File: config.mk
export PLATFORM = sky130hd
export DESIGN_NAME = fir_onset_detector
export DESIGN_NICKNAME = d
export VERILOG_FILES = /design/src/rtl/fir_onset_detector.sv
export SDC_FILE = /design/constraint.sdc
export NUM_CORES = 1
export LEC_CHECK = 0
export CAP_MARGIN = 40
export CELL_PAD_IN_SITES_DETAIL_PLACEMENT = 0
export CELL_PAD_IN_SITES_GLOBAL_PLACEMENT = 1
export CORE_MARGIN = 2
export CORE_UTILIZATION = 48
export DETAILED_ROUTE_END_ITERATION = 8
export PLACE_DENSITY = 0.86
export SLEW_MARGIN = 20
export SYNTH_ARGS = -nofsm -noshare
export SYNTH_HDL_FRONTEND = slang
export SYNTH_SLANG_ARGS = --single-unit
File: constraint.sdc
create_clock -name clk_clk -period 21.6 [get_ports clk_clk]
set_input_delay 4.32 -clock clk_clk [delete_from_list [all_inputs] [get_ports clk_clk]]
set_output_delay 4.32 -clock clk_clk [all_outputs]
set_load 0.005 [all_outputs]
File: src/rtl/fir_onset_detector.sv
// Sliding-window magnitude energy over the filtered FIR stream. Onsets are detected with
// threshold hysteresis and a holdoff period, and each onset latches a sample-count timestamp.
module fir_onset_detector #(
  parameter int DW         = 23,
  parameter int WIN_LOG2   = 4,
  parameter int TS_W       = 24,
  parameter int HOLDOFF    = 400,
  parameter int AUTO_REARM = 1
) (
  input  logic                     clk_clk,
  input  logic                     reset_n,
  input  logic signed [DW-1:0]     sample_in,
  input  logic                     sample_valid,
  input  logic                     arm,
  input  logic [DW+WIN_LOG2-1:0]   thresh_on,
  input  logic [DW+WIN_LOG2-1:0]   thresh_off,
  output logic [DW+WIN_LOG2-1:0]   energy_out,
  output logic                     onset,
  output logic [TS_W-1:0]          onset_ts,
  output logic                     ts_valid,
  output logic [1:0]               state_out
);

  localparam int WIN = 1 << WIN_LOG2;
  localparam int EW  = DW + WIN_LOG2;
  localparam int HW  = (HOLDOFF > 0) ? $clog2(HOLDOFF + 1) : 1;

  typedef enum logic [1:0] {
    S_IDLE  = 2'd0,
    S_ARMED = 2'd1,
    S_TRIG  = 2'd2,
    S_HOLD  = 2'd3
  } state_t;

  logic [DW-2:0]       r_ring [WIN];
  logic [WIN_LOG2-1:0] r_wptr;
  logic [EW-1:0]       r_sum;
  logic [TS_W-1:0]     r_tsCnt;
  logic [TS_W-1:0]     r_tsE;
  logic                r_upd;
  logic [HW-1:0]       r_hold;
  logic [TS_W-1:0]     r_onsetTs;
  logic                r_tsValid;
  state_t              r_state;
  state_t              w_stateNext;
  logic                w_capture;
  logic [DW-2:0]       w_mag;
  logic                w_isMin;
  logic [EW-1:0]       w_sumNext;

  // The most negative input has no positive counterpart, so it saturates to all ones.
  always_comb begin
    w_isMin = sample_in[DW-1] && (sample_in[DW-2:0] == '0);
    if (w_isMin) begin
      w_mag = '1;
    end else if (sample_in[DW-1]) begin
      w_mag = ~sample_in[DW-2:0] + (DW-1)'(1);
    end else begin
      w_mag = sample_in[DW-2:0];
    end
    w_sumNext = r_sum + EW'(w_mag) - EW'(r_ring[r_wptr]);
  end

  always_ff @(posedge clk_clk or posedge reset_n) begin
    if (reset_n) begin
      for (int i = 0; i < WIN; i++) begin
        r_ring[i] <= '0;
      end
      r_wptr  <= '0;
      r_sum   <= '0;
      r_tsCnt <= '0;
      r_tsE   <= '0;
      r_upd   <= 1'b0;
    end else begin
      r_upd <= sample_valid;
      if (sample_valid) begin
        r_ring[r_wptr] <= w_mag;
        r_wptr         <= r_wptr + WIN_LOG2'(1);
        r_sum          <= w_sumNext;
        r_tsE          <= r_tsCnt;
        r_tsCnt        <= r_tsCnt + TS_W'(1);
      end
    end
  end

  // Energy is judged one cycle after it settles, on the delayed strobe r_upd.
  always_comb begin
    w_stateNext = r_state;
    w_capture   = 1'b0;
    case (r_state)
      S_IDLE: begin
        if (arm) begin
          w_stateNext = S_ARMED;
        end
      end
      S_ARMED: begin
        if (r_upd && (r_sum >= thresh_on)) begin
          w_stateNext = S_TRIG;
          w_capture   = 1'b1;
        end
      end
      S_TRIG: begin
        w_stateNext = S_HOLD;
      end
      S_HOLD: begin
        if ((r_hold == '0) && r_upd && (r_sum < thresh_off)) begin
          w_stateNext = (AUTO_REARM != 0) ? S_ARMED : S_IDLE;
        end
      end
      default: begin
        w_stateNext = S_IDLE;
      end
    endcase
  end

  always_ff @(posedge clk_clk or posedge reset_n) begin
    if (reset_n) begin
      r_state   <= S_IDLE;
      r_hold    <= '0;
      r_onsetTs <= '0;
      r_tsValid <= 1'b0;
    end else begin
      r_state <= w_stateNext;
      if (w_capture) begin
        r_onsetTs <= r_tsE;
        r_tsValid <= 1'b1;
      end
      if (r_state == S_TRIG) begin
        r_hold <= HW'(HOLDOFF);
      end else if ((r_state == S_HOLD) && sample_valid && (r_hold != '0)) begin
        r_hold <= r_hold - HW'(1);
      end
    end
  end

  assign energy_out = r_sum;
  assign onset      = (r_state == S_TRIG);
  assign onset_ts   = r_onsetTs;
  assign ts_valid   = r_tsValid;
  assign state_out  = r_state;

endmodule

== Word-level counts from Yosys, hierarchy flattened ==
Cells that the tools add are included.
Storage, ports and cells
  logic and storage cells: 72
  output and inout bits: 55
  input port bits: 81
  register bits: 468
Operators by class
  $lt $le $gt $ge: 4
  equality and inequality tests: 6
  reduce and logical (&&, ||, !) cells: 13
  add/subtract/negate cells: 6
  muxes and demuxes: 16
  bitwise operators: 2
Operators with widths (count)
  $bwmux W352: 1
  $mux W22: 5
  $bmux W22 S4: 1
  $demux W22 S4: 1
  $add A27 B22 Y27: 1
  $ge A27 B27 Y1: 1
  $lt A27 B27 Y1: 1
  $sub A27 B22 Y27: 1
  $add A24 B1 Y24 const B: 1
  $add A22 B1 Y22 const B: 1
  $logic_not A22 Y1: 1
  $not A22 Y22: 1
  $mux W9: 2
  $logic_not A9 Y1: 1
  $reduce_bool A9 Y1: 1
  $sub A9 B1 Y9 const B: 1
  $pmux W2 S4: 1
  $logic_and A1 B1 Y1: 7
  $mux W2: 3
  $ne A2 B2 Y1 const B: 3
  $ge A5 B5 Y1 const B: 1
  $lt A5 B1 Y1 const B: 1
  $not A4 Y5: 1
  $add A4 B1 Y4 const B: 1
  6 further kinds: 8

== Depth between registers and ports, before layout ==
  depth in word-level cells: 6
  gate-level depth with buffers: 23
  depth with buffers taken out: 21

== Worst setup path after synthesis ==
No wires, ideal clock.
  kind: input -> register
  from: input sample_in[7]
  to: register r_sum[19], in the netlist energy_out[19]
  data arrival time: 8.879 ns
  library setup time: 0.127 ns
  stages: 20
  path slack: 12.594 ns
  required time: 21.473 ns
  path buffers: 2
  cells stage by stage: or4_1 > or3_1 > nor3_1 > nand3_1 > nor4b_2 > buf_4 > a211oi_1 > buf_2 > fa_1 > inv_1 > ha_1 > a211o_1 > a211oi_1 > nor4_1 > o221ai_1 > a21oi_1 > a211oi_1 > o21bai_1 > mux2i_1 > nand3_1
Between the ends
  word-level cells in the longest chain between the ends: 6
  elaborated cells on any way between the ends: 8
  those cells by class: add/sub: 3; mux: 2; bitwise: 1; reduce/logical: 2
Ends and longest elaborated chain
  start: declaration: RTL line 12  | input logic signed [DW-1:0] sample_in,
  $not A22 Y22: RTL line 57  | w_mag = ~sample_in[DW-2:0] + (DW-1)'(1);
  $add A22 B1 Y22: RTL line 57
  $mux W22: RTL line 56  | end else if (sample_in[DW-1]) begin
  $mux W22 *: RTL line 54  | if (w_isMin) begin
  $add A27 B22 Y27 *: RTL line 61  | w_sumNext = r_sum + EW'(w_mag) - EW'(r_ring[r_wptr]);
  $sub A27 B22 Y27 *: RTL line 61
  end signal: assignment: RTL line 79  | r_sum <= w_sumNext;
  end: declaration: RTL line 37  | logic [EW-1:0] r_sum;
Mark *: on every way between the ends. The rest lies on a longest branch, timed or not.
A chain may end at the register's enable or synchronous reset.

== Worst setup path in the final report ==
  from: input sample_in[7]
  to: register r_sum[20], in the netlist energy_out[20]
The elaborated chain is that of the path after synthesis.

==> impl_metrics.env <==
export IMPL_cts_clk_slew_worst_paths_ns=0.06
export IMPL_cts_tree="yes"
export IMPL_finalSetupViolations=0
export IMPL_clock_path_buffers=3
export IMPL_crit_chain="clkdlybuf4s50_1 -> or4_1 -> or3_1 -> nor3_1 -> nand3_1 -> nor4b_4 -> buf_4 -> nor2_1 -> buf_6 -> fa_1 -> inv_1 -> ha_1 -> nor2b_1 -> o31ai_1 -> a21oi_1 -> o211ai_1 -> a31oi_1 -> a31oi_1 -> o21bai_1 -> a2111o_1 -> o311ai_0"
export IMPL_ys_types=64
export IMPL_cp_required_ns=22.07
export IMPL_post_route_drc_count=0
export IMPL_ys_ff_latch=468
export IMPL_grt_overflow_total=0
export IMPL_grt_first_pass_wirelength_um=93490
export IMPL_viasPerCell=5.614
export IMPL_yosysTopAreaCell="dfrtp_1"
export IMPL_ys_seq_area_share_pct=50.18
export IMPL_die_y_um=224.5
export IMPL_hold_path_class="reg -> reg"
export IMPL_switchingPower_mw=1.871
export IMPL_drive_above_1_share_pct=13.68
export IMPL_worst_pin_slew_ns=0.8127
export IMPL_area_growth_pct=16.42
export IMPL_cp_slowest_cell="or4_1"
export IMPL_worst_path_max_fanout=20
export IMPL_crit_arrival_ns=10.19
export IMPL_ctsHtreeMaxLevel=2
export IMPL_cts_buffers=49
export IMPL_std_cell_rows=80
export IMPL_ant_nets=0
export IMPL_finalSetupTns_ns=0
export IMPL_leakage_nw=12.55
export IMPL_slew_headroom_pct=45.61
export IMPL_ys_top_cells_by_area="dfrtp_1 (50%), mux4_2 (11%), nand2_1 (6.8%), o21ai_1 (6.3%), ha_1 (4.9%)"
export IMPL_endpoint_kind="flip-flop"
export IMPL_syn_num_nets=2377
export IMPL_intPower_mw=2.941
export IMPL_slowest_delay_ns=0.58
export IMPL_antenna_found_initial=0
export IMPL_dieArea_sq_um=50400
export IMPL_maxCapViolCount=0
export IMPL_clk_latency_ns=0.60
export IMPL_firstDrtPassIters=5
export IMPL_clockRootBuffer="clkbuf_16"
export IMPL_p_total_mw=4.812
export IMPL_async_reset_ff_share_pct=100.0
export IMPL_dpl_cell_count=2851
export IMPL_path_class="in -> reg"
export IMPL_cts_setup_buffers=0
export IMPL_finalHoldViolCount=0
export IMPL_synthCells=2182
export IMPL_syn_cell_area_sq_um=23340
export IMPL_cts_hold_buffers=0
export IMPL_ir_worst_vdd_uv=111.1
export IMPL_synth_edf_count=0
export IMPL_cts_num_sinks=468
export IMPL_register_area_sq_um=11720
export IMPL_synthFlopType="dfrtp_1"
export IMPL_drt_iter0_drc=1257
export IMPL_grt_pass1_vias=16900
export IMPL_rsz0062_at_grt="false"
export IMPL_multiInputGateArea_sq_um=10590
export IMPL_fin_crit_ns=9.721
export IMPL_timing_fmax_mhz=102.9
export IMPL_status="finished, final reports clean"
export IMPL_pwr_share_comb_pct=50.7
export IMPL_insertedDiodeCount=0
export IMPL_globalplace_congestion=0.8478
export IMPL_clock_power_share_pct=18.0
export IMPL_avgSynthCellArea_sq_um=10.69
export IMPL_core_area_sq_um=47850
export IMPL_via_count=16500
export IMPL_dp_final_hpwl_um=37820
export IMPL_final_setup_skew_ns=0.01903
export IMPL_port_buffers=135
export IMPL_io_pins=136
export IMPL_r2r_setup_slack_ns=15.38
export IMPL_layout_cells_non_filler=2939
export IMPL_cp_common_cell="a31oi_1"
export IMPL_wl_per_cell_um=19.74
export IMPL_nets=2484
export IMPL_yosysWarnings=0
export IMPL_synth_top_area_share_pct=50.18
export IMPL_period_share_pct=45.01
export IMPL_gr_usage_all_layers_pct=23.85
export IMPL_worst_setup_path_start_kind="input pin"
export IMPL_wl_um=58010
export IMPL_start_util_pct=48.77
export IMPL_slew_viol_final=0
export IMPL_p_seq_share_pct=31.4
export IMPL_grt_max_degree=113
export IMPL_cts_resized=0
export IMPL_num_fill_cells=3998
export IMPL_swShare_pct=38.88
export IMPL_die_x_um=224.5
export IMPL_pwr_density_cell_nw_per_um2=177.1
[metrics by stage]
| step | setup WS (ns) | utilization (%) | hold WS [ns] | instance area [sq um] |
|---|---|---|---|---|
| 3_3_place_gp | 11.41 | 52.77 | 0.4545 | 25250 |
| 6_report | 11.88 | 56.78 | 0.4734 | 27170 |
| 5_1_grt | 11.61 | 56.78 | 0.4911 | 27170 |
| 4_1_cts | 11.91 | 56.67 | 0.4718 | 27110 |
| 3_5_place_dp | 11.31 | 53.22 | 0.4638 | 25460 |
| 2_1_floorplan | 4.228 | - | 0.4400 | 23340 |
[cell usage after synthesis (all sizes together), types with 2 or more instances]
library cell / n
a211o: 3
a211oi: 11
a21o: 24
a21oi: 38
a31oi: 6
and2: 3
and3: 8
buf: 37
clkbuf: 94
dfrtp: 468
fa: 22
ha: 92
inv: 144
mux2: 54
mux2i: 5
mux4: 110
nand2: 422
nand2b: 6
nand3: 19
nand3b: 2
nand4: 16
nor2: 51
nor2b: 6
nor3: 16
nor3b: 2
nor4: 3
o211ai: 4
o21a: 5
o21ai: 393
o21bai: 7
o31ai: 8
o41ai: 2
or2: 3
or3: 6
or4: 5
xnor2: 55
xor2: 15
[cell usage in the layout (no fill, tap or decap), types with 19 or more instances in the layout]
cell and count:
a21o_1 24, clkdlybuf4s50_1 134, mux4_2 110, ha_1 92, o21ai_0 98, clkbuf_16 49, fa_1 22, dfrtp_1 465
nor2_1 45, buf_4 42, xnor2_1 55, inv_1 141, nand2_1 422, nand3_1 19, o21ai_1 294, mux2_2 53
a21oi_1 38
[path summary, 6_finish.rpt]
kind	startpoint	end	cells past startpoint
min in group asynchronous	reset_n	r_ring[278]$_DFFE_PP0P_	2
hold reg to reg	r_tsCnt[23]$_DFFE_PP0P_	r_tsCnt[23]$_DFFE_PP0P_	1
max in group asynchronous	reset_n	r_tsCnt[0]$_DFFE_PP0P_	7
hold / removal	r_tsCnt[23]$_DFFE_PP0P_	r_tsCnt[23]$_DFFE_PP0P_	1
setup / recovery	sample_in[7]	energy_out[20]$_DFFE_PP0P_	21
setup reg to reg	r_wptr[0]$_DFFE_PP0P_	energy_out[25]$_DFFE_PP0P_	15
[per-layer routing]
layer / vias up / track usage (%) / part of all wire, %
li1: 7801 / - / -
met1: 8167 / 32.77 / 44
met2: 433 / 39.90 / 48
met3: 99 / 3.410 / 5.2
met4: 0 / 6.708 / 2.2
met5: - / 0 / 0
[critical path, delay by kind of cell]
kind            cells  cell delay, ns
buf+inv             4            1.10
simple gates        7            1.97
compound gates      8            1.92
fa+ha+maj           2            0.85
[layout make-up]
| cell class | instances | share of cell area [%] |
|---|---|---|
| Sequential cell | 468 | 43.14 |
| Multi-Input combinational cell | 1439 | 38.98 |
| Timing Repair Buffer | 187 | 6.964 |
| Clock buffer | 69 | 5.195 |
| Tap cell | 615 | 2.832 |
| Inverter | 144 | 2.017 |
| Clock inverter | 17 | 0.8751 |
[logic make-up (layout without fill, tap and decap cells)]
group	count (synthesis)	in the layout	synth area share, %
AOI/OAI and AO/OA	514	514	12.04
xor gates and xnor gates	70	70	2.627
adders and majority gates	114	114	6.820
buffers and inverters	275	417	4.557
DFF	468	468	50.18
muxes	169	169	13.45
and+or+nand+nor	572	572	10.32
[flip-flops by register name, indices dropped and copies added, names as in the netlist]
| register | cells |
|---|---|
| energy_out | 27 |
| onset_ts | 24 |
| r_hold | 9 |
| r_ring | 352 |
| r_tsCnt | 24 |
| r_tsE | 24 |
| r_upd | 1 |
| r_wptr | 4 |
| state_out | 2 |
| ts_valid | 1 |
[power groups by stage]
stage                     combinational, mW  sequential, mW  clock, mW
after detailed placement               2.42            1.52          0
after CTS                              2.44            1.51      0.882
after global placement                 2.34            1.51          0
final                                  2.44            1.51      0.864
after global routing                   2.73            1.56      0.917
after floorplan                        1.88            1.41          0
No activity file was read; power rests on OpenSTA's default activity.
